**src/rtl/rr_mux4_arb.sv**
```systemverilog
// rr_mux4_arb: 4-channel round-robin arbiter feeding a registered 4:1 mux with a one-deep output stage.
// Define RR_MUX4_GRANT_CNT_EN to add the 8-bit grant_cnt output counting input transfers.
module rr_mux4_arb (
    input  logic       clk,
    input  logic       reset_n,
    input  logic [3:0] d0,
    input  logic [3:0] d1,
    input  logic [3:0] d2,
    input  logic [3:0] d3,
    input  logic [3:0] v,
    output logic [3:0] rdy,
    output logic [1:0] s,
    output logic [3:0] y,
    output logic       y_valid,
    input  logic       y_ready
`ifdef RR_MUX4_GRANT_CNT_EN
    ,
    output logic [7:0] grant_cnt
`endif
);

    // state | meaning
    // EMPTY | output stage holds no word, y_valid = 0
    // FULL  | y holds an unconsumed word, y_valid = 1
    typedef enum logic {
        EMPTY = 1'b0,
        FULL  = 1'b1
    } state_t;

    state_t     state_q;
    state_t     state_d;
    logic [1:0] ptr;
    logic [1:0] g;
    logic [1:0] idx;
    logic [3:0] dg;
    logic       can_load;
    logic       load;

    // Walk the channels from ptr+3 down to ptr so the last hit is the first valid one after ptr.
    always_comb begin
        g   = ptr;
        idx = ptr;
        for (int k = 3; k >= 0; k--) begin
            idx = ptr + k[1:0];
            if (v[idx]) begin
                g = idx;
            end
        end
    end

    always_comb begin
        state_d  = state_q;
        rdy      = 4'b0000;
        load     = 1'b0;
        can_load = (state_q == EMPTY) | y_ready;
        if (!reset_n) begin
            state_d = EMPTY;
        end else if (can_load) begin
            if (|v) begin
                load    = 1'b1;
                rdy[g]  = 1'b1;
                state_d = FULL;
            end else begin
                state_d = EMPTY;
            end
        end
    end

    always_comb begin
        case (g)
            2'd0:    dg = d0;
            2'd1:    dg = d1;
            2'd2:    dg = d2;
            default: dg = d3;
        endcase
    end

    always_ff @(posedge clk) begin
        if (!reset_n) begin
            state_q <= EMPTY;
            y       <= 4'h0;
            s       <= 2'b00;
            ptr     <= 2'b00;
        end else begin
            state_q <= state_d;
            if (load) begin
                y   <= dg;
                s   <= g;
                ptr <= g + 2'd1;
            end
        end
    end

    assign y_valid = (state_q == FULL);

`ifdef RR_MUX4_GRANT_CNT_EN
    always_ff @(posedge clk) begin
        if (!reset_n) begin
            grant_cnt <= 8'h00;
        end else if (load) begin
            grant_cnt <= grant_cnt + 8'h01;
        end
    end
`endif

endmodule

```
**config.mk**
```make
export PLATFORM = sky130hd
export DESIGN_NAME = rr_mux4_arb
export DESIGN_NICKNAME = d
export VERILOG_FILES = /design/src/rtl/rr_mux4_arb.sv
export SDC_FILE = /design/constraint.sdc
export NUM_CORES = 1
export LEC_CHECK = 0
export CAP_MARGIN = 15
export CELL_PAD_IN_SITES_DETAIL_PLACEMENT = 0
export CELL_PAD_IN_SITES_GLOBAL_PLACEMENT = 1
export CORE_MARGIN = 2
export CORE_UTILIZATION = 25
export CTS_CLUSTER_SIZE = 28
export DETAILED_ROUTE_END_ITERATION = 7
export PLACE_DENSITY_LB_ADDON = 0.1
export RECOVER_POWER = 50
export SKIP_CTS_REPAIR_TIMING = 1
export SLEW_MARGIN = 20
export SYNTH_ARGS = -nofsm -noshare
export SYNTH_HDL_FRONTEND = slang
export SYNTH_SLANG_ARGS = --single-unit
```
**constraint.sdc**
```tcl
create_clock -name clk -period 2 [get_ports clk]
set_clock_uncertainty 0.05 [all_clocks]
set_input_delay 0.3 -clock clk [delete_from_list [all_inputs] [get_ports clk]]
set_output_delay 0.3 -clock clk [all_outputs]
set_load 0.03 [all_outputs]
```
# Word-level counts from Yosys, hierarchy flattened
# Cells that the tools add are included.
# W data, S select, Z words.
dict set report op_classes {
  add_sub_neg 4
  n_lt_le_gt_ge 6
  n_eq_ne 2
  mux 21
  bitwise_logic 2
  n_reduce_logical 3
}
# operator n
set ops {}
lappend ops {{$lt A2 B3 Y1 const B} 5}
lappend ops {{$mux W4} 3}
lappend ops {{$pmux W4 S3} 1}
lappend ops {{$bmux W1 S2} 4}
lappend ops {{$mux W1} 8}
lappend ops {{$mux W2} 4}
lappend ops {{$add A2 B1 Y2 const B} 2}
lappend ops {{$add A2 B2 Y2 const B} 2}
lappend ops {{$reduce_or A4 Y1} 1}
lappend ops {{$demux W1 S2} 1}
lappend ops {{$eq A2 B1 Y1 const B} 1}
lappend ops {{$eq A2 B2 Y1 const B} 1}
lappend ops {{$ge A2 B1 Y1 const B} 1}
lappend ops {{$logic_not A2 Y1} 1}
lappend ops {{$logic_and A1 B1 Y1} 1}
lappend ops {{$not A1 Y1} 1}
lappend ops {{$or A1 B1 Y1} 1}
dict set report word_totals {
  ff_bits 9
  input_bits 23
  out_inout_bits 11
  wordCells 42
}

# Longest topological paths before layout
dict set report depth {
  depth_word 14
  mapped_depth 6
  ltp_nobuf 5
}

# Worst setup path after synthesis
# No wires, ideal clock.
dict set report synth_path {
  path_kind {input to output}
  from {input port v[3]}
  to {output port rdy[2]}
  arrival_time_ns 1.420
  required_time_ns 1.650
  slack_ns 0.230
  stages 5
  path_buffers 0
  path_cell_list {and2b_1 -> a21oi_1 -> o221a_2 -> nand2b_4 -> nor2_1}
}
dict set report synth_between {
  elab_chain_len 13
  elab_cells_between_ends 21
  classes_between {order compare: 2; mux: 17; reduce/logical: 2}
}
# element line_no
set synth_lines {}
lappend synth_lines {{start, declared} 10} ;# input logic [3:0] v,
lappend synth_lines {{$bmux W1 S2} 45} ;# if (v[idx]) begin
lappend synth_lines {{$mux W1 (implied by the code)} 45}
lappend synth_lines {{$mux W2 (4 in series)} 45}
lappend synth_lines {{$lt A2 B3 Y1 (implied by the code) / $ge A2 B1 Y1 (equally long branches)} 61} ;# rdy[g] = 1'b1;
lappend synth_lines {{$logic_and A1 B1 Y1 (implied by the code)} 61}
lappend synth_lines {{$mux W1 (implied by the code)} 61}
lappend synth_lines {{$demux W1 S2} 61}
lappend synth_lines {{$mux W4 *} 59} ;# if (|v) begin
lappend synth_lines {{$mux W4 *} 58} ;# end else if (can_load) begin
lappend synth_lines {{$mux W4 *} 56} ;# if (!reset_n) begin
lappend synth_lines {{end, declared} 11} ;# output logic [3:0] rdy,
# Mark *: on every way between the ends. The rest lies on a longest branch, timed or not. The select of a mux whose other input is x is not followed.

# Worst setup path after layout
# Ends and elaborated chain as after synthesis.

==> metrics <==
status=finished clean; nets@finish=roughly 140; htree depth=1; commonest non-fill, non-tap cells in the layout=22 x buf_4, 21 x clkdlybuf4s50_1, 8 x mux2i_1, 8 x dfxtp_1, 6 x nand3_1; CTS tree=yes; top cell type's share of synthesized area=0.312; Max Slew Vio Count=0; number of global-route vias before repair=680; Critical Path RT=1650 ps; post-synthesis register bit count=9; Via density=approximately 4.6; chip height=52.0 microns; area leader, netlist=dfxtp_1; Post-Synthesis Net Count=87; Congestion Overflow GR=0; via count=675; first-pass iteration count of the detailed router=3; RD Place Congestion=0.667; area used by multi-input combinational logic=372 sq um; initial antenna violation count=0; placeable core area=roughly 0.0022 sq mm; logic gate share of total power=0.481; clock power share=0.205; gr usage total=0.134; sequential-to-total area share from yosys stat=0.312; Cell Rows=17; Netlist Area Pre-Place=577 sq um; Worst IR Drop VDD=roughly 440 uV; Die Area=0.00271 sq mm; Post-DP HPWL=around 1300 microns; final design utilization=0.499; Internal=roughly 460 uW; Worst-Margin Slew=401 ps; Tcrit/Tclk final=0.954; Critical Path AT=1560 ps; Worst Setup End Kind=primary output; # Max-Cap Violations=0; Worst Setup Start Kind=primary input; sw frac=0.347; Fill cells=roughly 230; Iteration-0 DRC Markers=7; max_slew headroom=0.733; clk sinks=9; clk_lat worst skew=260 ps; leakage=0.532 nW; first-pass GRT wire length=2730 microns; layout cell share with drive strength beyond 1=0.322; # DRC=0; Fin. Hold Viols=0; n_diodes=0; I/O pin count=34; Area Overhead vs Synth=89.6%; Netlist cell types=30; Ys Warns=0; cells after synthesis=64; port buffer count=33; Final WS setup=a little over 90 ps; Worst-path clk slew=70 ps; crit path time final=1910 ps; CTS Buf Count=3; Post-synth EDFFs=0; pin count of the biggest net entering global routing=10; Initial Utilization=0.263; WL/cell=11.7 microns; Post-Route WL=1710 microns; DP Worst Slack=-242 ps; unrepaired setup endpoints after global routing=false; Max Buffers Root-to-Sink=2; met3 usage=0.0345; crit path max fanout=5; GR Util met1=0.168; Setup violations, final=0; Crit Path Class=primary input to primary output; largest cells by area after synthesis=dfxtp_1 31%, mux2i_1 14%, o221ai_1 6.1%, nand3_1 5.2%, a21oi_4 2.8%; Syn Area/Cell=9.01 sq um; worst hold path class=primary input to register; ANT nets after route=0; M2 GR Usage=0.224; FMAX=524 MHz; part of the power in registers=0.314; commonest non-fill, non-tap cell in the layout=buf_4; gr busiest metal=met2; NetSw=246 uW; Top FF cell, synth=dfxtp_1; root buf cell=clkbuf_4; Die Span X=between 50 and 60 microns; pwr dens=about 650 mW/mm^2; sequential cell area=181 sq um; ys async rst share=0
[cell usage after synthesis (all sizes together) (2+ instances only)]
| master | count |
|---|---|
| nand2 | 4 |
| nor2b | 2 |
| dfxtp | 9 |
| o21ai | 2 |
| nor2 | 4 |
| nand3 | 7 |
| a31oi | 2 |
| o221ai | 4 |
| inv | 5 |
| nand2b | 2 |
| a21oi | 4 |
| mux2i | 8 |
[registers in the layout (all words and copies together), names as in the netlist]
| signal | flops |
|---|---|
| s | 2 |
| ptr | 2 |
| y | 4 |
| y_valid | 1 |
[area by class of cell]
class / instances / area share
repair buffers: 52 / 0.421
well taps: 28 / 0.0320
clock buffers: 4 / 0.0240
inverters: 5 / 0.0172
flip-flops and latches: 9 / 0.166
multi-input cells: 48 / 0.340
[worst max-delay path: stages]
cell and delay (ps):
clkbuf_1 200, buf_4 170, nand2_1 60, a21oi_1 160
o221a_2 290, nand2b_4 170, nor2_1 40, buf_4 170
[power groups by stage]
stage	combinational [mW]	clock [mW]	sequential (mW)
floorplan	0.136	0	0.269
global placement	0.329	0	0.226
detailed placement	0.330	0	0.227
CTS	0.332	0.151	0.223
global route	0.366	0.164	0.228
finish	0.341	0.145	0.223
[kinds of logic (layout without fill, tap and decap cells)]
logic type	Yosys count	count (layout)	synth area share
AO/OA/AOI/OAI	16	16	0.226
multiplexers	8	8	0.139
buffers and inverters	7	61	0.0585
flip-flops	9	9	0.312
AND/OR/NAND/NOR	23	23	0.249
XOR/XNOR	1	1	0.0152
[worst paths after layout]
kind	startpoint	to	slack (ps)	cells after the start
hold / removal	v[2]	y_valid$_SDFFE_PN0N_	360	3
setup reg to reg	ptr[1]$_SDFFE_PN0P_	y[3]$_SDFFE_PN0P_	350	7
setup / recovery	v[3]	rdy[2]	90	8
hold reg to reg	s[0]$_SDFFE_PN0P_	s[0]$_SDFFE_PN0P_	410	2
[metrics by stage]
step	hold slack, ps	instances	power [mW]	instance area, sq um	TNS (ps)
3_3_place_gp	397	138	0.555	1030	-1430
5_1_grt	388	146	0.758	1090	0
4_1_cts	415	142	0.706	1060	-890
6_report	361	146	0.709	1090	0
3_5_place_dp	400	138	0.557	1030	-1670
2_1_floorplan	416	64	0.405	577	0
[per-layer routing]
metal | up-vias | routed length, microns
met5 | - | 0
met4 | 0 | 0
met3 | 0 | 94
met2 | 17 | 845
met1 | 313 | 770
li1 | 345 | -
Power figures use the tool's default switching activity.
